--- src/rtl/cpu_types_pkg.sv ---
// Shared CPU types: pipeline stage state and per-stage bundle widths.
// Widths here size each pl_stage_reg instance in the core.
package cpu_types_pkg;

  typedef enum logic [1:0] {
    EMPTY = 2'd0,
    MAIN  = 2'd1,
    BOTH  = 2'd2
  } pl_stage_state_t;

  localparam int IF_ID_CTRL_W  = 1;
  localparam int IF_ID_DATA_W  = 64;
  localparam int ID_EX_CTRL_W  = 12;
  localparam int ID_EX_DATA_W  = 128;
  localparam int EX_MEM_CTRL_W = 8;
  localparam int EX_MEM_DATA_W = 106;
  localparam int MEM_WB_CTRL_W = 4;
  localparam int MEM_WB_DATA_W = 69;

  localparam int PERF_CNT_W = 16;

endpackage

--- src/rtl/pl_sat_counter.sv ---
// Saturating up-counter with synchronous clear; shared by perf counters.
// Clear wins over increment.
module pl_sat_counter #(
  parameter int CNT_W = 16
) (
  input  logic             CLK,
  input  logic             nRST,
  input  logic             clr,
  input  logic             inc,
  output logic [CNT_W-1:0] cnt
);

  always_ff @(posedge CLK or negedge nRST) begin
    if (!nRST) begin
      cnt <= '0;
    end else if (clr) begin
      cnt <= '0;
    end else if (inc && (cnt != '1)) begin
      cnt <= cnt + 1'b1;
    end
  end

endmodule

--- src/rtl/pl_stage_reg.sv ---
// Pipeline stage register with valid/ready handshake, flush,
// optional 2-entry skid buffer and a stall-cycle counter.
module pl_stage_reg
  import cpu_types_pkg::*;
#(
  parameter int CTRL_W = 8,
  parameter int DATA_W = 128,
  parameter int SKID   = 1,
  parameter int CNT_W  = 16
) (
  input  logic              CLK,
  input  logic              nRST,
  input  logic              in_valid,
  output logic              in_ready,
  input  logic [CTRL_W-1:0] in_ctrl,
  input  logic [DATA_W-1:0] in_data,
  output logic              out_valid,
  input  logic              out_ready,
  output logic [CTRL_W-1:0] out_ctrl,
  output logic [DATA_W-1:0] out_data,
  input  logic              flush,
  input  logic              cnt_clr,
  output logic [CNT_W-1:0]  stall_cnt
);

  pl_stage_state_t state_q, state_d;

  logic              in_fire;
  logic              out_fire;
  logic              ld_main_in;
  logic              ld_main_skid;
  logic              ld_skid;
  logic [CTRL_W-1:0] main_ctrl_q;
  logic [DATA_W-1:0] main_data_q;
  logic [CTRL_W-1:0] skid_ctrl;
  logic [DATA_W-1:0] skid_data;

  assign out_valid = (state_q != EMPTY);
  assign out_ctrl  = out_valid ? main_ctrl_q : '0;
  assign out_data  = main_data_q;
  assign in_fire   = in_valid & in_ready;
  assign out_fire  = out_valid & out_ready;

  always_comb begin
    state_d      = state_q;
    ld_main_in   = 1'b0;
    ld_main_skid = 1'b0;
    ld_skid      = 1'b0;
    if (flush) begin
      state_d = EMPTY;
    end else begin
      case (state_q)
        EMPTY: begin
          if (in_fire) begin
            state_d    = MAIN;
            ld_main_in = 1'b1;
          end
        end
        MAIN: begin
          if (in_fire && out_fire) begin
            ld_main_in = 1'b1;
          end else if (in_fire && (SKID != 0)) begin
            state_d = BOTH;
            ld_skid = 1'b1;
          end else if (out_fire) begin
            state_d = EMPTY;
          end
        end
        BOTH: begin
          if (out_fire) begin
            state_d      = MAIN;
            ld_main_skid = 1'b1;
          end
        end
        default: state_d = EMPTY;
      endcase
    end
  end

  always_ff @(posedge CLK or negedge nRST) begin
    if (!nRST) begin
      state_q <= EMPTY;
    end else begin
      state_q <= state_d;
    end
  end

  // Flush squashes control only; data is left stale to save enables.
  always_ff @(posedge CLK or negedge nRST) begin
    if (!nRST) begin
      main_ctrl_q <= '0;
      main_data_q <= '0;
    end else if (flush) begin
      main_ctrl_q <= '0;
    end else if (ld_main_in) begin
      main_ctrl_q <= in_ctrl;
      main_data_q <= in_data;
    end else if (ld_main_skid) begin
      main_ctrl_q <= skid_ctrl;
      main_data_q <= skid_data;
    end
  end

  generate
    if (SKID != 0) begin : g_skid
      logic [CTRL_W-1:0] skid_ctrl_q;
      logic [DATA_W-1:0] skid_data_q;
      logic              rdy_q;

      // Registered ready breaks the out_ready -> in_ready path.
      always_ff @(posedge CLK or negedge nRST) begin
        if (!nRST) begin
          skid_ctrl_q <= '0;
          skid_data_q <= '0;
          rdy_q       <= 1'b1;
        end else begin
          rdy_q <= (state_d != BOTH);
          if (flush) begin
            skid_ctrl_q <= '0;
          end else if (ld_skid) begin
            skid_ctrl_q <= in_ctrl;
            skid_data_q <= in_data;
          end
        end
      end

      assign skid_ctrl = skid_ctrl_q;
      assign skid_data = skid_data_q;
      assign in_ready  = rdy_q;
    end else begin : g_noskid
      assign skid_ctrl = '0;
      assign skid_data = '0;
      assign in_ready  = (state_q == EMPTY) | out_ready;
    end
  endgenerate

  pl_sat_counter #(
    .CNT_W (CNT_W)
  ) u_stall_cnt (
    .CLK  (CLK),
    .nRST (nRST),
    .clr  (cnt_clr),
    .inc  (out_valid & ~out_ready),
    .cnt  (stall_cnt)
  );

endmodule

--- config.mk ---
export PLATFORM = sky130hd
export DESIGN_NAME = pl_stage_reg
export DESIGN_NICKNAME = d
export VERILOG_FILES = /design/src/rtl/cpu_types_pkg.sv /design/src/rtl/pl_sat_counter.sv /design/src/rtl/pl_stage_reg.sv
export SDC_FILE = /design/constraint.sdc
export NUM_CORES = 1
export LEC_CHECK = 0
export ABC_AREA = 1
export CAP_MARGIN = 10
export CORE_MARGIN = 2
export CORE_UTILIZATION = 25
export DETAILED_ROUTE_END_ITERATION = 10
export GPL_TIMING_DRIVEN = 0
export PLACE_DENSITY = 0.45
export SLEW_MARGIN = 20
export SYNTH_ARGS = -nofsm -noshare
export SYNTH_HDL_FRONTEND = slang
export SYNTH_SLANG_ARGS = --single-unit
--- constraint.sdc ---
create_clock -name CLK -period 2.2 [get_ports CLK]
set_input_delay 0.44 -clock CLK [delete_from_list [all_inputs] [get_ports CLK]]
set_output_delay 0.44 -clock CLK [all_outputs]
set_load 0.02 [all_outputs]
# After elaboration in Yosys (flattened, before gate mapping)
# Index checks and enable logic that the tools add are counted.
[word_totals] regBits=291 latchBits=0 mem_bits_rw=0 mem_bits_ro=0 out_inout_bits=154 word_cells=54 n_memories=0
[op_classes] addsub=1 mul=0 div=0 order_cmp=0 eq_ne=4 n_shift=0 muxes=27 n_bitwise=5 n_reduce_logical=10
[op_table] op="$mux W128" count=2
[op_table] op="$mux W8" count=6
[op_table] op="$mux W16" count=2
[op_table] op="$add A16 B1 Y16 const B" count=1
[op_table] op="$ne A16 B16 Y1 const B" count=1
[op_table] op="$mux W2" count=6
[op_table] op="$mux W1" count=9
[op_table] op="$reduce_bool A2 Y1" count=4
[op_table] op="$pmux W2 S3" count=1
[op_table] op="$reduce_and A2 Y1" count=2
[op_table] op="$and A1 B1 Y1" count=3
[op_table] op="$reduce_bool A3 Y1" count=1
[op_table] op="$eq A2 B1 Y1 const B" count=1
[op_table] op="$eq A2 B2 Y1 const B" count=1
[op_table] op="$logic_and A1 B1 Y1" count=2
[op_table] op="$logic_not A2 Y1" count=1
[op_table] op="$ne A2 B2 Y1 const B" count=1
[op_table] op="$not A1 Y1" count=2
[op_table] op="$pmux W1 S2" count=1

# Logic depth before layout (Yosys ltp)
# Gate-level depths: netlist of the first run.
[logic_depth] ltp_word=8 depth_mapped=10

# Cells and area by module
# From an unflattened synthesis of the first run, not the netlist that was laid out.
[unflattened] hier_cells=1762 hier_area_um2=13287.7
[modules_own_cells] module="pl_stage_reg" n_inst=1 cells_per_inst=1618 area_each_um2=12250.5
[modules_own_cells] module="pl_sat_counter" n_inst=1 cells_per_inst=144 area_each_um2=1037.2

# Worst setup path after synthesis of the first run
# No wires, ideal clock.
[synth_path] path_type="flip-flop to flip-flop" start="register g_skid.rdy_q (netlist: in_ready)" end="register main_data_q[49] (netlist: out_data[49])" setup_ns=0.131 arrival_time_ns=1.521 required_ns=2.069 slack_ns=0.548 stages_incl_launch_ff=9 path_buffers=3 cell_sequence="dfstp_2 -> nand2_1 -> nor2_2 -> nand3_1 -> buf_4 -> buf_6 -> buf_2 -> nand3_1 -> o211ai_1"
[synth_between] elab_chain_cells=7 elab_cells_between_ends=9 cone_classes="mux: 5; bitwise: 1; reduce/logical: 3"
[synth_lines] element="from (decl)" line_no="pl_stage_reg.sv:108" text="logic rdy_q;"
[synth_lines] element="from (signal assigned)" line_no="pl_stage_reg.sv:117" text="rdy_q <= (state_d != BOTH);"
[synth_lines] element="$and A1 B1 Y1 (*)" line_no="pl_stage_reg.sv:41" text="assign in_fire = in_valid & in_ready;"
[synth_lines] element="$logic_and A1 B1 Y1" line_no="pl_stage_reg.sv:60" text="if (in_fire && out_fire) begin"
[synth_lines] element="$mux W1" line_no="pl_stage_reg.sv:60"
[synth_lines] element="$pmux W1 S2 (*)" line_no="pl_stage_reg.sv:52" text="case (state_q)"
[synth_lines] element="$mux W1 (*)" line_no="pl_stage_reg.sv:49" text="if (flush) begin"
[synth_lines] element="$reduce_bool A2 Y1 (no source line)"
[synth_lines] element="$reduce_and A2 Y1 (no source line)"
[synth_lines] element="to (signal assigned)" line_no="pl_stage_reg.sv:97" text="main_data_q <= in_data;"
[synth_lines] element="to (signal assigned)" line_no="pl_stage_reg.sv:100" text="main_data_q <= skid_data;"
[synth_lines] element="to (decl)" line_no="pl_stage_reg.sv:34" text="logic [DATA_W-1:0] main_data_q;"
# Every way passes the cells marked *; elsewhere a longest branch is shown, timed or not.
# A chain may end at the register's enable or synchronous reset.

# Worst setup path in the final report of the first run
[layout_path] start="register main_data_q[13] (netlist: out_data[13])" end="output port out_data[13]"
[layout_lines] element="to (decl)" line_no="pl_stage_reg.sv:20" text="output logic [DATA_W-1:0] out_data,"
# No word-level cell between the ends.

==> results of run 1 <==
## metal layers
metal	vias to the layer above	wire, um	share of wire (%)	GRT usage [%]
li1	5241	-	-	-
met1	5217	19040	45	22.03
met2	270	19180	46	25.81
met3	56	3016	7.2	4.866
met4	8	783	1.9	4.406
met5	-	54	0.13	0
## power by group
part	internal, W	switching [W]	total, W
clock network	0.00356	0.00237	0.00593
registers	0.00659	0.000653	0.00724
logic	0.00181	0.00204	0.00385
## stage by stage
stage	hold slack, ns	area (um2)	power (W)	instances	utilization [%]
global placement	0.4670	16270	0.01115	2335	33.10
finish	0.3769	17600	0.01702	2409	35.80
floorplan	0.1444	12490	0.009163	1376	-
global route	0.3901	17590	0.01801	2408	35.79
CTS	0.3493	17580	0.01732	2407	35.77
detailed placement	0.3497	16380	0.01122	2339	33.33
## worst reg2reg max path, cell delays in order (launching register included)
cell,delay (ns)
dfstp_2,0.54
nand2_1,0.11
nor2_2,0.21
nand3_1,0.19
buf_4,0.26
buf_6,0.20
buf_2,0.22
nand3_1,0.10
o211ai_1,0.09
## cells by family (layout without fill, tap and decap cells)
kind of cell | after synthesis | count (layout) | synth area share, %
DFF | 291 | 291 | 58.33
and+or+nand+nor | 534 | 534 | 18.02
other | 0 | 1 | 0
xor gates and xnor gates | 7 | 7 | 0.4910
AOI/OAI and AO/OA | 283 | 283 | 14.25
adders and majority gates | 1 | 1 | 0.1002
buffers and inverters | 260 | 628 | 8.809
## sequential cells by signal (all words and copies together), names as in the netlist
signal	flops
main_ctrl_q	8
in_ready	1
g_skid.skid_data_q	128
g_skid.skid_ctrl_q	8
out_data	128
state_q	2
u_stall_cnt.cnt	16
## what timing repair did
action,4_1_cts,5_1_grt
gates cloned,0,0
pin swaps,1,1
setup endpoints to repair,9,13
endpoints found under the hold margin,34,0
buffers inserted,3,1
resized for setup,14,1
hold buffers,1,0
## cell type report
| class | count | area [um2] |
|---|---|---|
| antenna | 1 | 2.502 |
| buffer | 88 | 452.9 |
| sequential | 291 | 7284 |
| fill | 5030 | 31560 |
| clock inverter | 4 | 56.30 |
| inverter | 172 | 648.1 |
| clock buffer | 60 | 1112 |
| multi-input combinational | 825 | 4108 |
| tap | 664 | 830.8 |
| timing repair buffer | 304 | 3100 |
## worst max path at each step
stage                         to  slack, ns         start
floorplan           out_data[49]       0.55      in_ready
global placement    out_data[43]     -12.94          nRST
detailed placement   out_data[2]      -0.43         flush
CTS                  out_ctrl[7]       0.01    state_q[1]
global route        out_data[24]      0.005    state_q[1]
finish              out_data[13]       0.09  out_data[13]
## placed cells by master (no fill, tap or decap), types with 13 or more instances in the layout
| cell type | synthesis | layout |
|---|---|---|
| a21oi_1 | 39 | 39 |
| dfrtp_1 | 290 | 289 |
| buf_2 | 31 | 31 |
| o21ai_0 | 95 | 95 |
| buf_1 | 14 | 13 |
| nor2_1 | 68 | 68 |
| clkbuf_16 | 0 | 37 |
| clkdlybuf4s50_1 | 0 | 285 |
| inv_1 | 168 | 168 |
| nand2_1 | 304 | 304 |
| o22ai_1 | 15 | 15 |
| clkbuf_1 | 28 | 41 |
| nand4_1 | 13 | 13 |
| o211ai_1 | 129 | 129 |
| nand3_1 | 139 | 139 |
==> metrics.txt, run 1 <==
status=completed; Relative slew margins=56.51%; P per Cell Area=967.5 nW/um2; WL final=42.07 mm; worst hold path type=in -> async; total core area=49150 um2; synth cell count leaders=nand2_1, dfrtp_1, inv_1; Distinct cells, synth=27; CTS tree=done; crit path max fanout=2; Via density=4.480; post-synthesis cell count=1376; endpoint arrival time on the critical path=1.67 ns; I/O pin count=296; ranking of synthesized cells by area=dfrtp_1, nand2_1, o211ai_1, nand3_1, inv_1; yosys synthesis warning count=0; DRT antenna net count=0; final hold vios=0; GRT Total Usage=16.43%; largest stage delay on the critical path=0.66 ns; RR Startpoint=in_ready; P_leak=7.918 nW; CP Capture Type=output pin; Skew-Pair Late Insertion Delay=0.54 ns; largest net degree at the start of global routing=77; Layout Skew=0.01169 ns; GP Congestion=0.8161; DIE AREA=51750 um2; max-slew violations=0; final setup TNS=0 ns; # DRC=0; Synth top area share=58.12%; Setup Viol. Count Final=0; Final min period=2.110 ns; H-tree depth=2; Mapped Area=12490 um2; unrepaired setup endpoints after global routing=false; crit path launch type=flop; Seq/Total Area, Yosys=58.33%; critical path's slowest cell=clkdlybuf4s50_1; site row count=81; CTS Sinks=291; clk slew on worst S/H paths=0.06 ns; grt ovf=0; layout cell share with drive strength beyond 1=7.167%; worst setup margin=0.09012 ns; WL per Instance=17.46 um; pre-CTS setup slack=-0.4313 ns; Detail Placement HPWL=29.25 mm; CP cell instances=clkdlybuf4s50_1; R2R Setup Slk=0.16 ns; Async S/R FF share, synth=100.0%; syn_area_per_cell=9.074 um2; first-pass GRT wire length=65.30 mm; Die H=227.5 um; Die W=227.5 um; Max VDD drop=530.4 uV; Stages on worst setup path=1; most common flop cell mapped by yosys=dfrtp_1; required time worst endpoint=1.76 ns; final net count=1861; cell class contributing the biggest share of worst-path delay=buffers and inverters; crit path kind=reg -> out; initial antenna violation count=6; count leader, synth=nand2_1; 1st-iter DRT viols=704; max-cap violations=0; CP bufs+invs=1; Synthesized Nets=1519; Yosys reg bits=291; Worst Reg-to-Reg Cells=8; Max clock buf depth=3; final critical-path share of the clock period=95.90%; vias in the first global route=11120; largest area contributor in the netlist=dfrtp_1; Post-synth EDFFs=0; via count=10790; CTS root buf=clkbuf_16; Highest Clock Rate=474.0 MHz; I/O Buffers=295; Starting Density=25.40%; synth-to-layout area growth=40.93%; Worst Tran Pin Value=0.6524 ns; cts bufs inserted=36; first drt pass iteration count=5; worst r2r dst=out_data[56]
(Power assumes the default switching activity.)
==> run 2: changes to the inputs <==
CORE_ASPECT_RATIO = 1.5   (was not set)
==> metrics.txt, run 2 (synthesis results as in run 1) <==
most common cell after layout, fill and taps aside=nand2_1; Fin Hold WS=0.4129 ns (+0.03602 ns); Worst Tran Pin Value=0.7361 ns (+0.08374 ns); max-slew violations=0 (unchanged); Post-Layout Cell Count=2400 (-0.37%); cell class contributing the biggest share of worst-path delay=buffers and inverters; Detail Placement HPWL=30.29 mm (+3.6%); total core area=49550 um2 (+0.80%); CTS Sinks=291 (unchanged); I/O pin count=296 (unchanged); grt ovf=0 (unchanged); total power=0.01684 W (-1.1%); first drt pass iteration count=5 (unchanged); endpoint arrival time on the critical path=1.66 ns (about the same); crit path kind=reg -> out; Highest Clock Rate=476.4 MHz (+0.51%); # DRC=0 (unchanged); CTS root buf=clkbuf_16; Starting Density=25.20% (-0.20 points); P per Cell Area=961.9 nW/um2 (-0.58%); pre-CTS setup slack=-0.4867 ns (-0.05548 ns); H-tree depth=2 (unchanged); Final min period=2.099 ns (-0.01065 ns); Flop pwr share=43.1% (+0.6 points); CP Capture Type=output pin; P_leak=7.888 nW (-0.38%); Max clock buf depth=3 (unchanged); cts bufs inserted=34 (-5.6%); Clk network pwr share=34.1% (-0.8 points); CP bufs+invs=1 (unchanged); CTS tree=done; CP cell instances=clkdlybuf4s50_1; unrepaired setup endpoints after global routing=false; DIE AREA=51780 um2 (about the same); synth-to-layout area growth=40.18%; via count=10830 (+0.39%); switching share of power=29.67% (-0.073 points); final critical-path share of the clock period=95.42% (-0.48 points); clk slew on worst S/H paths=0.06 ns (about the same); final net count=1855 (-0.32%); Relative slew margins=50.93% (-5.6 points); initial antenna violation count=3 (-3); 1st-iter DRT viols=487 (-31%); final hold vios=0 (unchanged); status=completed; Via density=4.514 (+0.77%); most frequent cells in the layout=nand2_1, dfrtp_1, clkdlybuf4s50_1; worst hold path type=in -> async; WL per Instance=17.57 um (+0.59%); max-cap violations=0 (unchanged); I/O Buffers=295 (unchanged); required time worst endpoint=1.76 ns (about the same); Internal Power=0.01184 W (-1.0%); DRT antenna net count=0 (unchanged); P_sw=0.004995 W (-1.4%); Combinational Power Share=22.8% (+0.2 points); placed cells=2337 (-0.086%); Setup Viol. Count Final=0 (unchanged); Skew-Pair Late Insertion Delay=0.51 ns (-0.03 ns); GRT Total Usage=16.08% (-0.36 points); first-pass GRT wire length=65.83 mm (+0.81%); largest net degree at the start of global routing=93 (+21%); critical path's slowest cell=clkdlybuf4s50_1; site row count=100 (+23%); largest stage delay on the critical path=0.67 ns (about the same); Layout Skew=0.01400 ns (+0.002315 ns); Die W=186.5 um (-18%); layout cell share with drive strength beyond 1=7.028% (-0.14 points); crit path launch type=flop; worst setup margin=0.1008 ns (+0.01065 ns); Max VDD drop=495.0 uV (-6.7%); vias in the first global route=11340 (+2.0%); GP Congestion=0.8013 (-1.8%); Die H=277.7 um (+22%); crit path max fanout=7 (+5); WL final=42.16 mm (+0.21%)
[run 2: area by class of cell]
class	instances	area [um2]
fillers	5191	32040
flip-flops and latches	291	7286
multi-input cells	825	4108
repair buffers	300	3059
clock buffers	49	978.4
well taps	663	829.5
inverters	172	648.1
plain buffers	88	454.2
clock inverters	11	137.6
diodes	1	2.502
[run 2: power groups by stage]
stage               Sequential [W]  Combinational (W)  Clock [W]
floorplan                  0.00780            0.00136          0
global placement           0.00734            0.00383          0
detailed placement         0.00735            0.00390          0
CTS                        0.00726            0.00392    0.00596
global route               0.00740            0.00423    0.00616
finish                     0.00725            0.00384    0.00574
[run 2: worst register-to-register path, delay by kind of cell, from the launching register on]
family / cells / cell delay, ns
buf+inv: 3 / 1.01
simple gates: 3 / 0.33
compound gates: 1 / 0.11
flops: 1 / 0.45
[run 2: final timing paths]
kind / start / to / slack [ns] / cells past startpoint
worst min register to register: g_skid.skid_data_q[65] / g_skid.skid_data_q[65] / 0.48 / 2
worst max-delay path: u_stall_cnt.cnt[12] / stall_cnt[12] / 0.10 / 1
min in group CLK: g_skid.skid_data_q[65] / g_skid.skid_data_q[65] / 0.48 / 2
worst max register to register: state_q[1] / out_data[38] / 0.21 / 7
max in group asynchronous: nRST / u_stall_cnt.cnt[14] / 0.57 / 4
worst min-delay path: nRST / out_data[111] / 0.41 / 2
[run 2: metrics by stage]
step / utilization [%] / TNS (ns) / instance area, um2
global placement: 32.83 / -3730.62 / 16270
floorplan: - / 0 / 12490
CTS: 35.32 / 0 / 17500
detailed placement: 33.01 / -59.62 / 16360
finish: 35.33 / 0 / 17500
global route: 35.33 / 0 / 17500
[run 2: what timing repair did]
item / in CTS / in global routing
setup buffers: 1 / 0
gates resized for setup: 12 / 2
setup endpoints to repair: 9 / 12
pin swaps: 1 / 0
cloned: 0 / 0
hold buffers: 1 / 0
endpoints found under the hold margin: 48 / 0
[run 2: layer usage]
| metal | track usage [%] | share of wire (%) | wire (um) |
|---|---|---|---|
| met5 | 0 | 0.064 | 27 |
| met4 | 6.166 | 3.7 | 1557 |
| met3 | 3.846 | 5.8 | 2455 |
| met2 | 28.49 | 51 | 21310 |
| met1 | 18.71 | 40 | 16810 |
==> run 3: changes to the inputs <==
ABC_CLOCK_PERIOD_IN_PS = 2200   (was not set)
SLEW_MARGIN = not set   (was 20)
==> metrics.txt, run 3 (synthesis results as in run 1) <==
Highest Clock Rate=473.9 MHz (-0.52%); Finished Core Util=35.02% (-0.31 points); Max clock buf depth=3 (unchanged); H-tree depth=1 (-1); Worst Reg-to-Reg Cells=7 (unchanged); GP Congestion=0.8013 (unchanged); Max VDD drop=656.3 uV (+33%); CP cell instances=clkdlybuf4s50_1; WL per Instance=17.59 um (+0.15%); Starting Density=25.20% (unchanged); CP bufs+invs=1 (unchanged); Hold Path Sink=g_skid.skid_data_q[63]; R2R Setup Slk=0.21 ns (about the same); first-pass GRT wire length=65.61 mm (-0.33%); endpoint arrival time on the critical path=1.67 ns (about the same); total core area=49550 um2 (unchanged); Relative slew margins=51.24% (+0.31 points); largest net degree at the start of global routing=113 (+22%); largest stage delay on the critical path=0.65 ns (-0.02 ns); Layout Skew=0.01308 ns (-0.0009214 ns); layout cell share with drive strength beyond 1=6.871% (-0.16 points); initial antenna violation count=3 (unchanged); most frequent cells in the layout=nand2_1, dfrtp_1, clkdlybuf4s50_1; GRT Total Usage=16.00% (-0.075 points); required time worst endpoint=1.76 ns (about the same); CP Capture Type=output pin; via count=10820 (-0.10%); Setup Viol. Count Final=0 (unchanged); WL final=42.15 mm (about the same); site row count=100 (unchanged); most common cell after layout, fill and taps aside=nand2_1; Final min period=2.110 ns (+0.01091 ns); DIE AREA=51780 um2 (unchanged); cell class contributing the biggest share of worst-path delay=buffers and inverters; # DRC=0 (unchanged); DRT antenna net count=0 (unchanged); synth-to-layout area growth=38.96%; critical path's slowest cell=clkdlybuf4s50_1; RR Startpoint=state_q[1]; design area=17350 um2 (-0.87%); Die W=186.5 um (unchanged); total power=0.01622 W (-3.6%); CTS root buf=clkbuf_16; worst hold path type=in -> reg; CTS Sinks=291 (unchanged); 1st-iter DRT viols=505 (+3.7%); Detail Placement HPWL=30.21 mm (-0.27%); I/O pin count=296 (unchanged); final hold vios=0 (unchanged); Worst Tran Pin Value=0.7314 ns (-0.004652 ns); Skew-Pair Late Insertion Delay=0.57 ns (+0.06 ns); crit path max fanout=6 (-1); grt ovf=0 (unchanged); Via density=4.517 (about the same); clk slew on worst S/H paths=0.06 ns (about the same); worst r2r dst=out_data[4]; I/O Buffers=295 (unchanged); CTS tree=done; max-cap violations=0 (unchanged); status=completed; unrepaired setup endpoints after global routing=false; crit path launch type=flop; final critical-path share of the clock period=95.92% (+0.50 points); crit path from=u_stall_cnt.cnt[9]; P_leak=7.836 nW (-0.66%); Die H=277.7 um (unchanged); Min-Delay Path Depth=3; placed inst area=16330 um2 (-0.17%); cts bufs inserted=31 (-8.8%); vias in the first global route=11190 (-1.3%); hold path start=in_data[63]; max-slew violations=0 (unchanged); final net count=1851 (-0.22%); first drt pass iteration count=5 (unchanged); P per Cell Area=934.9 nW/um2 (-2.8%); crit path kind=reg -> out
-- run 3: cell count changes in the layout (fill, tap and decap cells not counted), moves of 2 or more --
| cell | before | now |
|---|---|---|
| clkinvlp_4 | 0 | 3 |
| clkdlybuf4s15_1 | 0 | 4 |
| clkdlybuf4s50_1 | 285 | 279 |
| dlymetal6s2s_1 | 0 | 2 |
| bufinv_16 | 3 | 1 |
| clkbuf_16 | 35 | 31 |
-- run 3: layout make-up --
cell class,instances,area [um2]
inverter,172,648.1
fill,5228,32200
buffer,88,454.2
timing repair buffer,299,3039
clock inverter,12,96.34
tap,663,829.5
sequential,291,7284
clock buffer,45,888.4
antenna,1,2.502
multi-input combinational,825,4108
-- run 3: how the worst max path moves through the flow --
stage	depth (start not counted)	endpoint	slack, ns
after floorplan	8	out_data[49]	0.55
after global placement	1	g_skid.skid_data_q[59]	-12.69
after detailed placement	7	out_data[4]	-0.50
after CTS	4	out_ctrl[3]	0.002
after global routing	7	out_data[1]	0.004
final	1	stall_cnt[9]	0.09
-- run 3: per-stage QoR --
stage / setup WS, ns / hold WS (ns) / setup TNS [ns] / instances
floorplan: 0.5481 / 0.1444 / 0 / 1376
global placement: -12.69 / 0.4670 / -3730.62 / 2334
detailed placement: -0.5032 / 0.4659 / -63.99 / 2336
CTS: 0.001994 / 0.4170 / 0 / 2395
global route: 0.004257 / 0.4488 / 0 / 2396
finish: 0.08985 / 0.4534 / 0 / 2396
-- run 3: repair_timing --
item | 4_1_cts | 5_1_grt
hold endpoints to repair | 89 | 0
setup endpoints to repair | 13 | 8
pin swaps | 1 | 0
buffers inserted | 1 | 0
resized for setup | 19 | 6
hold buffers | 1 | 0
-- run 3: where the power goes --
part           leakage [nW]  switching, W  total (W)  internal [W]
Clock                 0.481       0.00224    0.00515       0.00291
Sequential             3.61      0.000658    0.00724       0.00658
Combinational          3.75       0.00204    0.00383       0.00180
Total                  7.84       0.00493     0.0162        0.0113
-- run 3: metal layers --
layer	share of wire [%]	wire length, um	GRT usage [%]
met1	40	16910	18.61
met5	0.064	27	0
met4	3.6	1518	6.003
met3	5.4	2275	3.429
met2	51	21420	28.74
